## config.mk

```make
export PLATFORM = sky130hd
export DESIGN_NAME = fetch_sequencer
export DESIGN_NICKNAME = d
export VERILOG_FILES = /design/src/rtl/fetch_sequencer.sv
export SDC_FILE = /design/constraint.sdc
export NUM_CORES = 1
export LEC_CHECK = 0
export ABC_CLOCK_PERIOD_IN_PS = 2600
export CELL_PAD_IN_SITES_DETAIL_PLACEMENT = 0
export CELL_PAD_IN_SITES_GLOBAL_PLACEMENT = 1
export CORE_ASPECT_RATIO = 2
export CORE_MARGIN = 5
export CORE_UTILIZATION = 29
export DETAILED_ROUTE_END_ITERATION = 8
export PLACE_DENSITY = 0.92
export SYNTH_ARGS = -nofsm -noshare
export SYNTH_HDL_FRONTEND = slang
export SYNTH_SLANG_ARGS = --single-unit
```

## constraint.sdc

```tcl
create_clock -name clk -period 2.6 [get_ports clk]
set_input_delay 0.26 -clock clk [delete_from_list [all_inputs] [get_ports clk]]
set_output_delay 0.26 -clock clk [all_outputs]
set_load 0.05 [all_outputs]
```

## src/rtl/fetch_sequencer.sv

```systemverilog
// IF-stage fetch sequencer: owns the fetch PC, keeps one instruction-memory request
// in flight, and presents fetched words to decode through a valid/stall slot.
module fetch_sequencer #(
    parameter logic [31:0] RESET_PC  = 32'h0000_0000,
    parameter logic [31:0] NOP_INSTR = 32'h0000_0013
) (
    input  logic        clk,
    input  logic        reset,
    input  logic        redirect_valid,
    input  logic [31:0] redirect_pc,
    input  logic        stall,
    output logic        imem_req_valid,
    input  logic        imem_req_ready,
    output logic [31:0] imem_req_addr,
    input  logic        imem_rsp_valid,
    input  logic [31:0] imem_rsp_data,
    output logic        if_valid,
    output logic [31:0] if_pc,
    output logic [31:0] if_instr,
    output logic [31:0] pc_out
);

    typedef enum logic [1:0] {
        IDLE,
        REQ,
        WAIT,
        DRAIN
    } fetchState_e;

    fetchState_e state_q;
    logic [31:0] fetchPc_q;
    logic        ifValid_q;
    logic [31:0] ifPc_q;
    logic [31:0] ifInstr_q;

    logic        reqAccepted;
    logic        slotConsumed;
    logic [31:0] redirectTarget;
    logic [31:0] fetchPcInc;

    // A request may only go out when the slot is empty or drains this cycle,
    // so the response can never land on top of an unconsumed instruction.
    assign imem_req_valid = (state_q == REQ) && (!ifValid_q || !stall);
    assign imem_req_addr  = fetchPc_q;
    assign reqAccepted    = imem_req_valid && imem_req_ready;
    assign slotConsumed   = ifValid_q && !stall;
    assign redirectTarget = redirect_pc & 32'hFFFF_FFFC;
    assign fetchPcInc     = fetchPc_q + 32'd4;

    always_ff @(posedge clk) begin
        if (reset) begin
            state_q   <= IDLE;
            fetchPc_q <= RESET_PC;
            ifValid_q <= 1'b0;
            ifPc_q    <= 32'h0000_0000;
            ifInstr_q <= NOP_INSTR;
        end else if (redirect_valid) begin
            // Any request already accepted leaves a stale response behind that
            // DRAIN must swallow; a same-cycle response is dropped right here.
            fetchPc_q <= redirectTarget;
            ifValid_q <= 1'b0;
            ifInstr_q <= NOP_INSTR;
            case (state_q)
                REQ:     state_q <= reqAccepted ? DRAIN : REQ;
                WAIT:    state_q <= imem_rsp_valid ? REQ : DRAIN;
                DRAIN:   state_q <= imem_rsp_valid ? REQ : DRAIN;
                default: state_q <= REQ;
            endcase
        end else begin
            if (slotConsumed) begin
                ifValid_q <= 1'b0;
                ifInstr_q <= NOP_INSTR;
            end
            case (state_q)
                IDLE: state_q <= REQ;
                REQ: begin
                    if (reqAccepted) begin
                        state_q <= WAIT;
                    end
                end
                WAIT: begin
                    if (imem_rsp_valid) begin
                        ifValid_q <= 1'b1;
                        ifInstr_q <= imem_rsp_data;
                        ifPc_q    <= fetchPc_q;
                        fetchPc_q <= fetchPcInc;
                        state_q   <= REQ;
                    end
                end
                DRAIN: begin
                    if (imem_rsp_valid) begin
                        state_q <= REQ;
                    end
                end
                default: state_q <= IDLE;
            endcase
        end
    end

    assign if_valid = ifValid_q;
    assign if_pc    = ifPc_q;
    assign if_instr = ifInstr_q;
    assign pc_out   = fetchPc_q;

endmodule
```

# Yosys cells after proc, flatten, opt, wreduce, memory -nomap -nowiden
# Cells that the tools add are included.
[classes]
addsub = 1
n_eq_ne = 5
mux = 16
bitwise = 1
n_reduce_logical = 15
[ops]
columns = ["op", "count"]
rows = [
  ["$mux 32", 6],
  ["$add 32x3->32 const B", 1],
  ["$mux 2", 5],
  ["$pmux 2 s3", 1],
  ["$reduce_and 2->1", 3],
  ["$eq 2x2->1 const B", 2],
  ["$pmux 2 s2", 1],
  ["$reduce_bool 2->1", 2],
  ["$reduce_or 2->1", 2],
  ["$logic_and 1x1->1", 3],
  ["$mux 1", 3],
  ["$ne 3x1->1 const B", 1],
  ["$ne 3x3->1 const B", 1],
  ["$reduce_and 3->1", 1],
  ["$eq 2x1->1 const B", 1],
  ["$logic_not 1->1", 2],
  ["$logic_not 2->1", 1],
  ["$logic_or 1x1->1", 1],
  ["$not 1->1", 1],
]
[word_totals]
ff_bits = 99
input_bits = 70
out_inout_bits = 130
wordCells = 44

# Logic depth before layout (Yosys ltp)
# Gate-level depths: netlist of run 1.
[depth]
depth_word = 7
ltp_mapped = 6
ltp_nobuf = 5

# Worst setup path after synthesis of run 1
# OpenSTA, ideal clock, no wires.
[synth_timing]
path_type = "register to register"
startpoint = "register fetchPc_q[2] (netlist: imem_req_addr[2])"
endpoint = "register fetchPc_q[30] (netlist: imem_req_addr[30])"
setup_ns = 0.122
arrival_time_ns = 2.290
required_ns = 2.478
path_slack_ns = 0.188
path_stages_with_launch = 6
n_path_buf = 1
period_less_slack_ns = 2.412
cell_sequence = "dfxtp_1 -> ha_1 -> and4b_1 -> buf_2 -> or4b_2 -> o311a_1"
[synth_via]
elab_chain_cells = 4
[synth_lines]
columns = ["item", "line", "text"]
rows = [
  ["start: declaration", "31", "logic [31:0] fetchPc_q;"],
  ["start signal: assignment", "60", "fetchPc_q <= redirectTarget;"],
  ["start signal: assignment", "86", "fetchPc_q <= fetchPcInc;"],
  ["$add 32x3->32", "48", "assign fetchPcInc = fetchPc_q + 32'd4;"],
  ["$mux 32", "82", "if (imem_rsp_valid) begin"],
  ["$mux 32", "74", "case (state_q)"],
  ["$mux 32", "57", "end else if (redirect_valid) begin"],
]
# No other way between the ends. The select of a mux whose other input is x is not followed.
# A chain may end at the register's enable or synchronous reset.

# Final worst setup path of run 1
[layout_timing]
startpoint = "register fetchPc_q[3] (netlist: imem_req_addr[3])"
endpoint = "register fetchPc_q[22] (netlist: imem_req_addr[22])"
# Same word-level chain as after synthesis.

==> results of run 1 <==
==> worst paths after layout <==
check / startpoint / endpoint / slack, ns
worst max-delay path: imem_req_addr[3] / imem_req_addr[22] / 0.37
worst min-delay path: reset / if_pc[29] / 0.44
worst max register to register: imem_req_addr[3] / imem_req_addr[22] / 0.37
worst min register to register: if_pc[22] / if_pc[22] / 0.45
==> power by group through the flow <==
stage          registers (uW)  logic (uW)  clock network [uW]
5_1_grt                  1560         734                1530
3_5_place_dp             1590         702                   0
3_3_place_gp             1580         700                   0
6_report                 1550         700                1450
4_1_cts                  1550         705                1480
2_1_floorplan            1710         305                   0
==> cell families after synthesis <==
kind of cell / after synthesis / synth area share [%]
adders and majority gates: 1 / 0.285
other: 1 / 0.0853
buffers and inverters: 86 / 10.5
and+or+nand+nor: 248 / 27.9
AOI/OAI and AO/OA: 115 / 16.0
DFF: 95 / 43.3
xor gates and xnor gates: 10 / 1.99
==> flip-flops by register name, summed over array words and instances, names as in the netlist <==
| signal | flops |
|---|---|
| if_instr | 32 |
| if_pc | 30 |
| if_valid | 1 |
| imem_req_addr | 30 |
| state_q | 2 |
==> synthesized netlist by cell type (2+ instances only) <==
cell,n,area (sq um)
nand3b_1,4,30.0
nor3_1,7,35.0
a21oi_1,64,320
nor2_1,30,113
nor4_1,4,25.0
and3b_1,2,17.5
nand3_1,43,215
xnor2_1,6,52.6
nand4b_1,3,26.3
o31ai_1,4,30.0
and4_1,5,43.8
nand2_1,107,402
nand2b_1,3,18.8
xor2_1,4,35.0
o21ai_0,8,40.0
or3_1,4,25.0
o211ai_1,7,52.6
nor2b_1,3,18.8
inv_1,8,30.0
or2_2,5,31.3
a311oi_1,9,78.8
nand4_1,12,75.1
or4_1,7,52.6
a2111oi_0,4,35.0
buf_4,36,270
a31oi_1,3,18.8
dfxtp_1,95,1900
a211oi_1,11,82.6
buf_2,2,10.0
clkbuf_1,35,131
buf_1,4,15.0
==> worst register-to-register path, stage by stage (launching register included) <==
cell and delay [ns]:
dfxtp_1 0.53, ha_1 0.25, and4b_1 0.32, nand4_1 0.27, or4_1 0.54, a311oi_1 0.24
==> metal layers <==
layer | track usage, % | up-vias | part of all wire, %
met5 | 0 | - | 0
met4 | 7.82 | 0 | 3.2
met3 | 3.18 | 30 | 5.6
met2 | 32.1 | 157 | 55
met1 | 17.5 | 2123 | 36
li1 | - | 2232 | -
==> final cells by class <==
| cell class | count | share of cell area, % |
|---|---|---|
| timing repair buffer | 223 | 32.2 |
| multi-input combinational | 380 | 30.7 |
| sequential | 95 | 28.2 |
| tap | 195 | 3.62 |
| clock buffer | 10 | 3.54 |
| clock inverter | 5 | 1.22 |
| inverter | 9 | 0.501 |
==> stage by stage <==
| stage | area, sq um | instances |
|---|---|---|
| floorplan | 4410 | 561 |
| global placement | 6420 | 902 |
| detailed placement | 6420 | 902 |
| CTS | 6750 | 917 |
| global route | 6750 | 917 |
| finish | 6750 | 917 |
==> results by group, run 1 <==
Route
  • First DRT Iteration DRCs: 218
  • Vias: 4,542
  • 1st-pass router iterations: 4
  • Routed Antenna Nets: 0
  • Drt total wl: 15,500 um
  • Routed len/inst: 16.9 um
  • Via density: 4.95
  • DRC: 0

Die
  • Initial core utilization: 29.5%
  • Core area: 0.0149 sq mm
  • Die width: 97.1 um
  • Number of placed I/O pins: 200
  • Die height: 184 um
  • Rows: 63
  • Die Area: 0.0179 sq mm

Placed design
  • Port-buffer cells: 191
  • Dpl hpwl: 11,600 um
  • Routability cong.: 0.793
  • Dpl ws: 0.224 ns

Hold path
  • Hold WC Path Type: in2reg
  • Hold depth: 2

Final layout
  • Most frequent cells in the layout: 190 x clkdlybuf4s50_1, 107 x nand2_1, 95 x dfxtp_1, 64 x a21oi_1, 43 x nand3_1
  • Fraction of layout cells with a size suffix above 1: 8.03%
  • Multi-input gate area: 0.00207 sq mm
  • Layout net count: 789
  • Reg area: 0.00190 sq mm
  • Area Overhead vs Synth: 53.5%
  • Final Util: 45.3%
  • Fill cells: 1,459
  • Most common cell after layout, fill and taps aside: clkdlybuf4s50_1
  • ANT cells: 0

Pwr
  • Leak: 0.00222 uW
  • Clock power frac: 39.1%
  • PwrDens: 548 mW/mm^2
  • Power share of the sequential group: 42.0%
  • Sw frac: 28.8%
  • NetSw: 1070 uW
  • Combinational power share: 18.9%
  • Internal power: 2630 uW
  • VDD IR-drop max: 362 uV
  • Total Power: 3700 uW

Setup path
  • Largest stage delay, worst path: 0.53 ns
  • Critical Path Source Type: flip-flop
  • Critical path depth in cells: 5
  • Arrival @ worst endpoint: 2.49 ns
  • Crit. End Element: flip-flop
  • Max Fanout on Critical Path: 9
  • Crit path required time: 2.86 ns
  • Crit path cell chain: ha_1, and4b_1, nand4_1, or4_1, a311oi_1
  • Top delay family on crit path: simple AND/OR/NAND/NOR gates
  • Setup CP Type: reg2reg
  • Buf+Inv Stages, Crit Path: 0
  • Reg2Reg Depth: 5
  • Critical path's slowest cell: dfxtp_1

CTS
  • Clk_lat worst skew: 0.35 ns
  • Setup Buffers After CTS: 0
  • CTS tree: done
  • Root buf cell: clkbuf_16
  • Number of H-tree levels: 3
  • CTS clk-pin slew, worst paths: 0.06 ns
  • Clock buffer depth: 2
  • Clock sink count: 95
  • TritonCTS buffer count: 9
  • PostCTS Resize Cnt: 0
  • Hold buffer count at cts: 0

Global routing
  • First-pass GRT wire length: 24,200 um
  • Initial antenna violation count: 0
  • Overall Global Routing Usage: 16.8%
  • Overflow after GRT: 0
  • Largest net degree at the start of global routing: 39
  • Vias in the first global route: 4,495

Synth
  • Register bit total from synthesis: 95
  • Synth Warn #: 0
  • Library cells used by synthesis: 48
  • Main flop type after synthesis: dfxtp_1
  • Post-synth EDFFs: 0
  • Post-Syn Area: 0.00440 sq mm
  • Post-synthesis sequential area ratio: 43.3%
  • Mapped Cells: 556
  • Synthesized area per cell: 7.91 sq um
  • Synth async-reset ratio: 0%

STA
  • Fin Hold WS: 0.443 ns
  • Slew @ Worst Pin: 0.623 ns
  • Final setup margin: 0.370 ns
  • Final TNS setup: 0 ns
  • Slew HR: 58.5%
  • Final period utilization: 85.8%
  • Setup Skew: 0.00780 ns
  • Final hold vios: 0
  • Setup violations, final: 0
  • RSZ-0062 raised after global routing: false
  • Fin. max-slew vios: 0
  • Minimum clock period: 2.23 ns
  • Max Clock Freq: 448 MHz

Run status
  • Status: completed

Flow run
  • Max_cap viols: 0
Power figures use the tool's default switching activity.
==> run 2: changes to the inputs <==
- PLACE_DENSITY: 0.92 -> 0.83
- TNS_END_PERCENT: unset -> 50
==> run 2 against run 1 <==
Utilization shrank 0.39 points. Clock-buffer cell count is 1 lower. Highest routed layer unchanged. Largest cell class unchanged. Global-route usage is 0.37 points higher. Critical path type unchanged. Critical path depth shrank 1. Cell count stayed put. Register-to-register slack lost 0.02 ns. Die area unchanged.
==> results by group, run 2 (synthesis results as in run 1) <==
Global routing
  • Overflow after GRT: 0 (unchanged)
  • Initial antenna violation count: 0 (unchanged)
  • Largest net degree at the start of global routing: 38 (-2.6%)
  • First-pass GRT wire length: 24,900 um (+2.7%)
  • Vias in the first global route: 4,706 (+4.7%)
  • Overall Global Routing Usage: 17.2% (+0.37 points)

STA
  • Final TNS setup: 0 ns (unchanged)
  • Minimum clock period: 2.25 ns (+0.0182 ns)
  • Setup Skew: 0.0118 ns (+0.00400 ns)
  • Final period utilization: 86.5% (+0.70 points)
  • Max Clock Freq: 445 MHz (-0.81%)
  • Slew @ Worst Pin: 0.555 ns (-0.0677 ns)
  • Final setup margin: 0.352 ns (-0.0182 ns)
  • Final hold vios: 0 (unchanged)
  • Slew HR: 62.9% (+4.4 points)
  • RSZ-0062 raised after global routing: false
  • Setup violations, final: 0 (unchanged)
  • Fin. max-slew vios: 0 (unchanged)

Final layout
  • Area Overhead vs Synth: 52.1%
  • Multi-input gate area: 0.00207 sq mm (unchanged)
  • Fill cells: 1,462 (+0.21%)
  • Layout net count: 788 (-0.13%)
  • Reg area: 0.00190 sq mm (unchanged)
  • Fraction of layout cells with a size suffix above 1: 8.03% (unchanged)
  • Most frequent cells in the layout: 190 x clkdlybuf4s50_1, 107 x nand2_1, 95 x dfxtp_1, 64 x a21oi_1, 43 x nand3_1
  • ANT cells: 0 (unchanged)
  • Largest register FFs: 32 (unchanged)
  • Final Instance Count excl. Fillers: 917 (unchanged)
  • Most common cell after layout, fill and taps aside: clkdlybuf4s50_1

Placed design
  • Dpl ws: 0.345 ns (+0.121 ns)
  • Port-buffer cells: 191 (unchanged)
  • Dpl hpwl: 12,000 um (+2.7%)
  • Placed Cells: 901 (-0.11%)
  • Routability cong.: 0.830 (+4.8%)

Setup path
  • R2r setup slk: 0.35 ns (-0.02 ns)
  • Crit path required time: 2.84 ns (-0.02 ns)
  • Max Fanout on Critical Path: 7 (-2)
  • Arrival @ worst endpoint: 2.49 ns (about the same)
  • Setup CP Type: reg2reg
  • Critical Path Source Type: flip-flop
  • Crit. End Element: flip-flop

Pwr
  • Power share of the sequential group: 43.2% (+1.2 points)
  • Combinational power share: 19.4% (+0.5 points)
  • Internal power: 2450 uW (-7.1%)
  • PwrDens: 537 mW/mm^2 (-2.0%)
  • Sw frac: 31.9% (+3.1 points)
  • VDD IR-drop max: 325 uV (-10%)
  • Clock power frac: 37.4% (-1.7 points)
  • NetSw: 1150 uW (+7.4%)
  • Leak: 0.00219 uW (-1.2%)

CTS
  • Clk_lat worst skew: 0.36 ns (about the same)
  • Clock buffer depth: 2 (unchanged)
  • Clock sink count: 95 (unchanged)
  • Root buf cell: clkbuf_16
  • TritonCTS buffer count: 9 (unchanged)
  • Hold buffer count at cts: 0 (unchanged)
  • Number of H-tree levels: 3 (unchanged)
  • CTS tree: done
  • CTS clk-pin slew, worst paths: 0.07 ns (about the same)
  • PostCTS Resize Cnt: 0 (unchanged)
  • Setup Buffers After CTS: 0 (unchanged)

Die
  • Die Area: 0.0179 sq mm (unchanged)
  • Number of placed I/O pins: 200 (unchanged)
  • Initial core utilization: 29.5% (unchanged)
  • Core area: 0.0149 sq mm (unchanged)
  • Die height: 184 um (unchanged)
  • Die width: 97.1 um (unchanged)
  • Rows: 63 (unchanged)

Route
  • Routed Antenna Nets: 0 (unchanged)
  • 1st-pass router iterations: 4 (unchanged)
  • DRC: 0 (unchanged)
  • First DRT Iteration DRCs: 224 (+2.8%)
  • Routed len/inst: 17.0 um (+0.58%)
  • Vias: 4,598 (+1.2%)
  • Via density: 5.01 (+1.2%)
  • Drt total wl: 15,600 um (+0.58%)

Run status
  • Status: completed

Hold path
  • Hold WC Path Type: in2reg

Flow run
  • Max_cap viols: 0 (unchanged)
run 2: layer usage:
| metal | share of wire [%] | GRT usage (%) |
|---|---|---|
| met3 | 5.3 | 3.90 |
| met4 | 4.8 | 9.51 |
| met5 | 0 | 0 |
| met2 | 55 | 31.8 |
| met1 | 35 | 17.7 |
run 2: area by class of cell:
type | count | area share [%]
Multi-Input combinational cell | 380 | 31.0
Sequential cell | 95 | 28.4
Timing Repair Buffer | 222 | 32.0
Clock buffer | 9 | 3.37
Inverter | 9 | 0.505
Tap cell | 195 | 3.65
Clock inverter | 7 | 1.05
run 2: path summary, 6_finish.rpt:
path,startpoint,end,cells past startpoint
hold reg to reg,if_pc[15],if_pc[15],2
hold / removal,reset,if_pc[31],2
setup reg to reg,imem_req_addr[10],imem_req_addr[28],4
setup / recovery,imem_req_addr[10],imem_req_addr[28],4
run 2: power by group through the flow:
stage / Clock [uW] / Combinational [uW] / Sequential, uW
2_1_floorplan: 0 / 305 / 1710
3_3_place_gp: 0 / 697 / 1580
3_5_place_dp: 0 / 699 / 1590
4_1_cts: 1390 / 701 / 1550
5_1_grt: 1440 / 732 / 1560
6_report: 1340 / 696 / 1550
run 2: metrics by stage:
step / util [%] / power, uW / hold WS, ns / cell area, sq um
after floorplan: - / 2010 / 0.396 / 4410
after global placement: 42.9 / 2280 / 0.443 / 6390
after detailed placement: 42.9 / 2290 / 0.447 / 6390
after CTS: 44.9 / 3640 / 0.356 / 6690
after global routing: 44.9 / 3740 / 0.400 / 6690
final: 44.9 / 3590 / 0.364 / 6690
run 2: critical path: stages, from the launching register on:
cell and delay (ns):
dfxtp_1 0.48, nand4_1 0.30, or4_1 0.70, or2_2 0.33, a2111oi_0 0.32
